## src/rtl/atm_multi_account.sv

```systemverilog
`default_nettype none
// ============================================================================
// Module   : atm_multi_account
// Brief    : Multi-account ATM transaction controller with PIN lockout,
//            denomination check, per-account balances and a finite vault.
// Revision : 1.0 - initial release
// ============================================================================
module atm_multi_account #(
  parameter int               NUM_ACCOUNTS  = 4,
  parameter int               ID_W          = 4,
  parameter int               PIN_W         = 16,
  parameter int               AMT_W         = 14,
  parameter int               VAULT_W       = 18,
  parameter logic [PIN_W-1:0] PIN_BASE      = 16'h1234,
  parameter int               INIT_BALANCE  = 3000,
  parameter int               ATM_OUT_LIMIT = 7000,
  parameter int               DENOM         = 20,
  parameter int               VAULT_INIT    = 20000,
  parameter int               MAX_PIN_TRIES = 3
) (
  input  logic               clk,
  input  logic               rst_n,
  input  logic               cancel,
  input  logic               next,
  input  logic [ID_W-1:0]    card_id,
  input  logic [PIN_W-1:0]   pin,
  input  logic [AMT_W-1:0]   cash_in,
  output logic               success,
  output logic [AMT_W-1:0]   cash_out,
  output logic [2:0]         state_display,
  output logic [2:0]         err_code,
  output logic               acct_locked,
  output logic [VAULT_W-1:0] vault_level
);

  localparam int IDX_W = (NUM_ACCOUNTS > 1) ? $clog2(NUM_ACCOUNTS) : 1;
  localparam int FC_W  = $clog2(MAX_PIN_TRIES + 1);

  localparam logic [AMT_W-1:0]   c_out_limit  = AMT_W'(ATM_OUT_LIMIT);
  localparam logic [AMT_W-1:0]   c_denom      = AMT_W'(DENOM);
  localparam logic [AMT_W-1:0]   c_init_bal   = AMT_W'(INIT_BALANCE);
  localparam logic [VAULT_W-1:0] c_vault_init = VAULT_W'(VAULT_INIT);
  localparam logic [FC_W-1:0]    c_max_tries  = FC_W'(MAX_PIN_TRIES);

  localparam logic [2:0] c_err_none   = 3'd0;
  localparam logic [2:0] c_err_card   = 3'd1;
  localparam logic [2:0] c_err_locked = 3'd2;
  localparam logic [2:0] c_err_pin    = 3'd3;
  localparam logic [2:0] c_err_amt    = 3'd4;
  localparam logic [2:0] c_err_bal    = 3'd5;
  localparam logic [2:0] c_err_vault  = 3'd6;

  typedef enum logic [2:0] {
    S_SCAN     = 3'd0,
    S_PIN      = 3'd1,
    S_AMT      = 3'd2,
    S_VERIFY   = 3'd3,
    S_DISPENSE = 3'd4,
    S_REJECT   = 3'd5
  } state_t;

  state_t              r_state;
  state_t              w_nxt_state;
  logic [2:0]          r_err;
  logic [2:0]          w_nxt_err;
  logic [AMT_W-1:0]    r_amt;
  logic [ID_W-1:0]     r_acct;
  logic                r_next_prev;
  logic                r_step;
  logic [VAULT_W-1:0]  r_vault;
  logic [AMT_W-1:0]    r_bal  [NUM_ACCOUNTS];
  logic [FC_W-1:0]     r_fail [NUM_ACCOUNTS];
  logic [NUM_ACCOUNTS-1:0] r_lock;

  logic                w_card_valid;
  logic                w_card_locked;
  logic [IDX_W-1:0]    w_card_idx;
  logic                w_acct_valid;
  logic [IDX_W-1:0]    w_idx;
  logic [PIN_W-1:0]    w_pin_exp;
  logic [FC_W-1:0]     w_fail_inc;
  logic                w_amt_ok;
  logic [VAULT_W-1:0]  w_amt_ext;
  logic                w_bal_short;
  logic                w_vault_short;

  logic w_latch_acct, w_latch_amt, w_clr_amt, w_debit;
  logic w_fail_up, w_fail_clr, w_lock_set;

  assign w_card_valid  = 32'(card_id) < NUM_ACCOUNTS;
  assign w_card_idx    = card_id[IDX_W-1:0];
  assign w_card_locked = w_card_valid && r_lock[w_card_idx];
  assign w_acct_valid  = 32'(r_acct) < NUM_ACCOUNTS;
  assign w_idx         = r_acct[IDX_W-1:0];
  assign w_pin_exp     = PIN_BASE + PIN_W'(r_acct);
  assign w_fail_inc    = r_fail[w_idx] + FC_W'(1);
  assign w_amt_ok      = (cash_in != '0) && (cash_in <= c_out_limit) &&
                         ((cash_in % c_denom) == '0);
  assign w_amt_ext     = VAULT_W'(r_amt);
  assign w_bal_short   = r_amt > r_bal[w_idx];
  assign w_vault_short = w_amt_ext > r_vault;

  // The rising edge of next is captured in r_step and acted upon one clock later.
  always_ff @(posedge clk or negedge rst_n) begin
    if (!rst_n) begin
      r_next_prev <= 1'b0;
      r_step      <= 1'b0;
    end else begin
      r_next_prev <= next;
      r_step      <= next & ~r_next_prev & ~cancel;
    end
  end

  always_comb begin
    w_nxt_state  = r_state;
    w_nxt_err    = r_err;
    w_latch_acct = 1'b0;
    w_latch_amt  = 1'b0;
    w_clr_amt    = 1'b0;
    w_debit      = 1'b0;
    w_fail_up    = 1'b0;
    w_fail_clr   = 1'b0;
    w_lock_set   = 1'b0;
    if (cancel) begin
      w_nxt_state = S_SCAN;
      w_nxt_err   = c_err_none;
      w_clr_amt   = 1'b1;
    end else if (r_step) begin
      w_nxt_err = c_err_none;
      case (r_state)
        S_SCAN: begin
          w_latch_acct = 1'b1;
          if (!w_card_valid) begin
            w_nxt_state = S_REJECT;
            w_nxt_err   = c_err_card;
          end else if (w_card_locked) begin
            w_nxt_state = S_REJECT;
            w_nxt_err   = c_err_locked;
          end else begin
            w_nxt_state = S_PIN;
          end
        end
        S_PIN: begin
          if (pin == w_pin_exp) begin
            w_fail_clr  = 1'b1;
            w_nxt_state = S_AMT;
          end else begin
            w_fail_up = 1'b1;
            if (w_fail_inc == c_max_tries) begin
              w_lock_set  = 1'b1;
              w_nxt_state = S_REJECT;
              w_nxt_err   = c_err_locked;
            end else begin
              w_nxt_err = c_err_pin;
            end
          end
        end
        S_AMT: begin
          if (w_amt_ok) begin
            w_latch_amt = 1'b1;
            w_nxt_state = S_VERIFY;
          end else begin
            w_nxt_err = c_err_amt;
          end
        end
        S_VERIFY: begin
          if (w_bal_short) begin
            w_nxt_state = S_SCAN;
            w_nxt_err   = c_err_bal;
          end else if (w_vault_short) begin
            w_nxt_state = S_SCAN;
            w_nxt_err   = c_err_vault;
          end else begin
            w_debit     = 1'b1;
            w_nxt_state = S_DISPENSE;
          end
        end
        S_DISPENSE: begin
          w_clr_amt   = 1'b1;
          w_nxt_state = S_SCAN;
        end
        S_REJECT: w_nxt_state = S_SCAN;
        default:  w_nxt_state = S_SCAN;
      endcase
    end
  end

  always_ff @(posedge clk or negedge rst_n) begin
    if (!rst_n) begin
      r_state <= S_SCAN;
      r_err   <= c_err_none;
      r_amt   <= '0;
      r_acct  <= '0;
      r_vault <= c_vault_init;
    end else begin
      r_state <= w_nxt_state;
      r_err   <= w_nxt_err;
      if (w_clr_amt)
        r_amt <= '0;
      else if (w_latch_amt)
        r_amt <= cash_in;
      if (w_latch_acct)
        r_acct <= card_id;
      if (w_debit)
        r_vault <= r_vault - w_amt_ext;
    end
  end

  // Per-account state is only touched for the latched, valid account.
  always_ff @(posedge clk or negedge rst_n) begin
    if (!rst_n) begin
      for (int i = 0; i < NUM_ACCOUNTS; i++) begin
        r_bal[i]  <= c_init_bal;
        r_fail[i] <= '0;
        r_lock[i] <= 1'b0;
      end
    end else begin
      for (int i = 0; i < NUM_ACCOUNTS; i++) begin
        if (w_acct_valid && (w_idx == IDX_W'(i))) begin
          if (w_debit)
            r_bal[i] <= r_bal[i] - r_amt;
          if (w_fail_clr)
            r_fail[i] <= '0;
          else if (w_fail_up)
            r_fail[i] <= w_fail_inc;
          if (w_lock_set)
            r_lock[i] <= 1'b1;
        end
      end
    end
  end

  assign success       = (r_state == S_DISPENSE);
  assign cash_out      = (r_state == S_DISPENSE) ? r_amt : '0;
  assign state_display = r_state;
  assign err_code      = r_err;
  assign acct_locked   = w_acct_valid && r_lock[w_idx];
  assign vault_level   = r_vault;

endmodule
`default_nettype wire

```

## config.mk

```make
export PLATFORM = sky130hd
export DESIGN_NAME = atm_multi_account
export DESIGN_NICKNAME = d
export VERILOG_FILES = /design/src/rtl/atm_multi_account.sv
export SDC_FILE = /design/constraint.sdc
export NUM_CORES = 1
export LEC_CHECK = 0
export ABC_AREA = 1
export CAP_MARGIN = 20
export CORE_UTILIZATION = 39
export CTS_BUF_LIST = sky130_fd_sc_hd__clkbuf_8
export CTS_CLUSTER_SIZE = 30
export DETAILED_ROUTE_END_ITERATION = 8
export PLACE_DENSITY = 0.64
export SLEW_MARGIN = 20
export SYNTH_ARGS = -nofsm -noshare
export SYNTH_HDL_FRONTEND = slang
export SYNTH_SLANG_ARGS = --single-unit
export TNS_END_PERCENT = 50
```

## constraint.sdc

```tcl
create_clock -name clk -period 9.9 [get_ports clk]
set_input_delay 0.99 -clock clk [delete_from_list [all_inputs] [get_ports clk]]
set_output_delay 0.99 -clock clk [all_outputs]
set_load 0.02 [all_outputs]
```

Word-level counts from Yosys, hierarchy flattened

Index checks and enable logic that the tools add are counted.

Add/sub/neg operators: 7
Multipliers: 0
Div/mod/pow operators: 1
Order comparisons: 8
Equality and inequality tests: 11
Shift-type cells: 0
Multiplexer cells: 63
Bitwise gates (word level): 5
Reductions and logical operators: 28

Operators by type and width:

| operator                                              | number |
|---|---|
| two-way mux 14 bit                                    | 5 |
| subtractor 14 bit                                     | 4 |
| two-way mux 3 bit                                     | 14 |
| two-way mux 1 bit                                     | 31 |
| binary-select mux 14 bit (select 2 bit)               | 1 |
| case mux 3 bit (4 select lines)                       | 2 |
| AND reduction 2 bit                                   | 12 |
| greater-than comparator 14 x 18 -> 1 bit              | 1 |
| subtractor 18 x 14 -> 18 bit                          | 1 |
| == test 16 x 14 -> 1 bit                              | 1 |
| adder 13 x 4 -> 14 bit, first input constant          | 1 |
| greater-than comparator 14 bit                        | 1 |
| <= comparator 14 x 13 -> 1 bit, second input constant | 1 |
| logical NOT 14 bit                                    | 1 |
| modulo 14 x 5 -> 14 bit, second input constant        | 1 |
| two-way mux 2 bit                                     | 7 |
| nonzero test 14 bit                                   | 1 |
| logical AND 1 bit                                     | 8 |
| < comparator 4 x 3 -> 1 bit, second input constant    | 2 |
| == test 2 bit, second input constant                  | 3 |
| == test 3 x 2 -> 1 bit, second input constant         | 2 |
| < comparator 2 x 3 -> 1 bit, second input constant    | 2 |
| nonzero test 2 bit                                    | 3 |
| binary-select mux 1 bit (select 2 bit)                | 2 |
| 14 further kinds                                      | 16 |

Register bits: 112
Latch bits: 0
Bits in writable memories: 0
Memory bits (read-only): 0
Input bits: 38
Output and inout bits: 40
Logic and storage cells: 142
Memories: 0

Depth between registers and ports, before layout

Depth in word-level cells: 12
Depth in mapped cells: 49
Gate-level depth less buffers: 48

Worst setup path before layout

No wires, ideal clock.

Path kind: in2reg
Start: in cash_in[11]
End: reg r_amt[10]
Library setup time: 117 ps
Arrival: 4170 ps
Data required time: 9783 ps
Path slack: 5613 ps
Cell stages on the path: 45
Path buffers: 1
Path through: inv_1 -> nand3_1 -> nand3_2 -> nand2_2 -> nand2_2 -> nand2_1 -> nand2_2 -> inv_2 -> nand2_2 -> nand2_2 -> nand2_1 -> nand2_1 -> inv_2 -> nand2_2 -> nand2_2 -> nand2_1 -> nand2_2 -> inv_2 -> (+9 left out) -> nand3_2 -> nand2_1 -> nand3_2 -> nand3_2 -> nand2_1 -> nand2_2 -> inv_1 -> nand2_2 -> nand2_2 -> o21ai_1 -> inv_1 -> nand3_1 -> nand4_1 -> nand2_2 -> inv_2 -> buf_6 -> nand2_2 -> nand2_1

Cells in the longest elaborated chain, start to end: 8
Elaborated cells between the ends (all ways): 11
Those cells by class: 1 x div; 1 x order compare; 4 x mux; 5 x reduce/logical

Ends and longest elaborated chain:

| element                                                 | RTL line | source |
|---|---|---|
| start: declaration                                      | 27       | `input logic [AMT_W-1:0] cash_in,` |
| modulo 14 x 5 -> 14 bit (tied with other cells)         | 98       | `((cash_in % c_denom) == '0);` |
| logical NOT 14 bit or logical AND 1 bit (tied branches) | 98, 97   |  |
| logical AND 1 bit (*)                                   | 97       | `assign w_amt_ok = (cash_in != '0) && (cash_in <= c_out_limit) &&` |
| two-way mux 1 bit (*)                                   | 159      | `if (w_amt_ok) begin` |
| two-way mux 1 bit (*)                                   | 130      | `case (r_state)` |
| two-way mux 1 bit (*)                                   | 128      | `end else if (r_step) begin` |
| two-way mux 1 bit (*)                                   | 124      | `if (cancel) begin` |
| nonzero test 2 bit (no source line) (*)                 | n/a      |  |
| end signal: assignment                                  | 201      | `r_amt <= cash_in;` |
| end: declaration                                        | 66       | `logic [AMT_W-1:0] r_amt;` |

Mark *: on every way between the ends. The rest lies on a longest branch, timed or not.
A chain may end at the register's enable or synchronous reset.

Worst setup path after layout

Start: reg r_amt[0]
End: reg r_bal[41] in the netlist's numbering

Cells in the longest elaborated chain, start to end: 7
Elaborated cells between the ends (all ways): 9
Those cells by class: 1 x add/sub; 2 x order compare; 5 x mux; 1 x reduce/logical

Ends and longest elaborated chain:

| element                                  | RTL line | source |
|---|---|---|
| greater-than comparator 14 x 18 -> 1 bit | 101      | `assign w_vault_short = w_amt_ext > r_vault;` |
| two-way mux 1 bit                        | 170      | `end else if (w_vault_short) begin` |
| two-way mux 1 bit                        | 167      | `if (w_bal_short) begin` |
| two-way mux 1 bit                        | 130      |  |
| two-way mux 1 bit                        | 128      |  |
| two-way mux 1 bit                        | 124      |  |
| AND reduction 2 bit (no source line)     | n/a      |  |
| end signal: indexed assignment           | 213      | `r_bal[i] <= c_init_bal;` |
| end signal: indexed assignment           | 221      | `r_bal[i] <= r_bal[i] - r_amt;` |
| end: declaration                         | 71       | `logic [AMT_W-1:0] r_bal [NUM_ACCOUNTS];` |

Several ways; a longest one is shown, not always the timed one.

==> impl_metrics.ini <==
[outcome]
status = completed

[synth]
synth_ff_type = dfrtp_1
synth_fp_nets = 1237
netlist_top_cells_area = dfrtp_1 (23%), ha_1 (12%), dfstp_2 (10%)
synth_top_cell_area_share_pct = 22.9
ys_ff_latch = 112
synthesized_area_per_cell_um2 = 7.75
synthesis.area_um2 = 8620
synthCells = 1111
synthArstFlopShare_pct = 100
synth-seq-area-share_pct = 33.0
synth-edff-count = 0
ys_types = 45
netlist.top_cell.by_area = dfrtp_1
synthesis.yosys.warnings = 0

[setup_path]
worst_path_max_delay_cell = nand2_1
critical_path_arrival_ns = 5.50
critPathMaxStageDelay_ns = 0.62
critical_path_required_ns = 10.21
setup.worst_path.start_class = register
end_kind = register
timing.reg2reg.setup_slack_ns = 4.72
path_class = reg -> reg
crit_path_max_fanout = 24
crit_top_cell = nand2_1

[sta]
worst_pin_slew_ns = 0.946
layout_min_cycle_time_ns = 5.18
totalNegativeSetupSlack_ns = 0
final.setup_skew_ns = 0.0156
relSlewSlack_pct = 36.9
hold_viol_final = 0
achievable-frequency_mhz = 193
timing.final.max_slew_violations = 0
unrepaired_setup_endpoints_after_global_routing = no
setup_viol = 0
final.period_utilization_pct = 52.4

[floorplanning]
die_area_um2 = 22700
core_area_um2 = 21800
die_w_um = 151
ioPinCount = 78
die_h_um = 151
starting_density_of_the_core_pct = 39.6
placement_rows = 54

[layout]
layout_common_cells = nand2_1 (214), inv_1 (139), o21ai_0 (109)
fill_cells = 2181
final_net_count = 1308
final_common_cell = nand2_1
drive_gt1_share_pct = 9.86
areaGrowthSynthToFinish_pct = 14.4
stdcell_count = 1467
finish.instance_area_um2 = 9860
number_of_antenna_repair_diodes = 0

[placement]
place.detailed.instances = 1451
place_area_um2 = 9670
dp_hpwl_um = 16700
place.port_buffers = 77
place_congestion = 0.871

[hold_path]
min-delay-path-class = reg -> reg

[clock_network]
insertion_delay_to_the_later_sink_of_the_worst_skew_pair_ns = 0.40
cts_buffers = 9
cts_tree = done
cts_post_setup_buffers_inserted = 0
postCtsHoldBufs = 0
clk_root_buffer_cell = clkbuf_8
clk_path_buf_depth = 2
cts_num_sinks = 112
worst_setup_hold_path_clk_slew_ns = 0.12
ctsResizeCount = 0
htree_levels = 3

[pwr]
peakVddDrop_uv = 62.2
pwr_density_cell_nw_per_um2 = 127
pleak_nw = 4.77

[global_route]
antenna_violations_before_repair = 0
use_met2_pct = 32.9
globalRouteTotalUtil_pct = 19.6
grtUsageMet1_pct = 25.3
global_route.peak_usage_layer = met2
globalRouteMet3Util_pct = 3.70
grt_first_pass_wirelength_um = 34900
grt_pass1_vias = 7224
grt_overflow_total = 0
grt_max_degree = 62

[routing]
vias_after_detailed_routing = 7429
drt-initial-drc-count = 344
drt_pre_antenna_iters = 5
drt-total-wl_um = 21100
wl_per_cell_um = 14.4
detailed_route_drc_error_count = 0
drtAntennaViolNets = 0
vias_per_cell = 5.06

[flow_run]
max_cap_violations = 0
## final timing paths
| path | start | to | cells past startpoint |
|---|---|---|---|
| worst min-delay path | r_next_prev | r_step | 1 |
| worst max-delay path | r_amt[0] | r_bal[41] | 25 |
| min in group asynchronous | rst_n | vault_level[12] | 1 |
| worst max register to register | r_amt[0] | r_bal[41] | 25 |
| worst min register to register | r_next_prev | r_step | 1 |
| max in group asynchronous | rst_n | r_amt[4] | 2 |
## logic make-up after synthesis
kind of cell	Yosys count	synth area share, %
adders and majority gates	88	13.2
and+or+nand+nor	435	23.4
DFF	112	33.0
buffers and inverters	166	7.38
xor gates and xnor gates	64	6.51
AOI/OAI and AO/OA	246	16.5
## final cells by class
cell class                      count  area (um^2)  area share, %
Clock buffer                        9          124           1.26
Clock inverter                      7         65.1          0.660
Inverter                          146          548           5.56
Multi-Input combinational cell    833         5140           52.1
Sequential cell                   112         2840           28.8
Tap cell                          280          350           3.55
Timing Repair Buffer               80          791           8.02
## cells in the mapped netlist, types with 10 or more instances
master,n
a221oi_1,14
nor2_1,60
o21bai_1,14
nand3_1,64
clkbuf_1,17
xnor2_1,20
dfstp_2,33
nand2_1,214
a22o_1,10
o21ai_0,109
dfrtp_1,79
ha_1,83
xor2_1,44
inv_1,137
a21oi_1,71
nand2_2,35
## registers in the layout (all words and copies together) (netlist names)
register	flops
err_code	3
state_display	3
vault_level	18
r_acct	4
r_lock	4
r_step	1
r_fail	8
r_bal	56
r_next_prev	1
r_amt	14
## layer usage
metal / vias to the layer above / wire (um)
li1: 3846 / -
met1: 3428 / 9840
met2: 122 / 9890
met3: 33 / 895
met4: 0 / 509
met5: - / 0
## worst max-delay path, delay by kind of cell, from the launching register on
kind / cells / cell delay, ns
AOI/OAI and AO/OA: 8 / 1.28
xor gates and xnor gates: 1 / 0.17
and+or+nand+nor: 12 / 2.17
buffers and inverters: 2 / 0.35
DFF: 1 / 0.47
adders and majority gates: 2 / 0.64
## per-stage QoR
stage | total power (W) | utilization, % | setup slack [ns] | hold WS (ns)
global placement | 0.000974 | 44.4 | 4.44 | 0.391
finish | 0.00126 | 45.3 | 4.72 | 0.419
floorplan | 0.000856 | - | 5.61 | 0.382
detailed placement | 0.000981 | 44.4 | 4.36 | 0.391
CTS | 0.00126 | 45.3 | 4.66 | 0.422
global route | 0.00135 | 45.3 | 4.10 | 0.422
## power breakdown
part	total (W)	internal (W)	switching (W)
clock	0.000280	0.000115	0.000165
sequential	0.000486	0.000472	0.0000147
combinational	0.000489	0.000183	0.000306
total	0.00126	0.000769	0.000486
No activity file was read; power rests on OpenSTA's default activity.
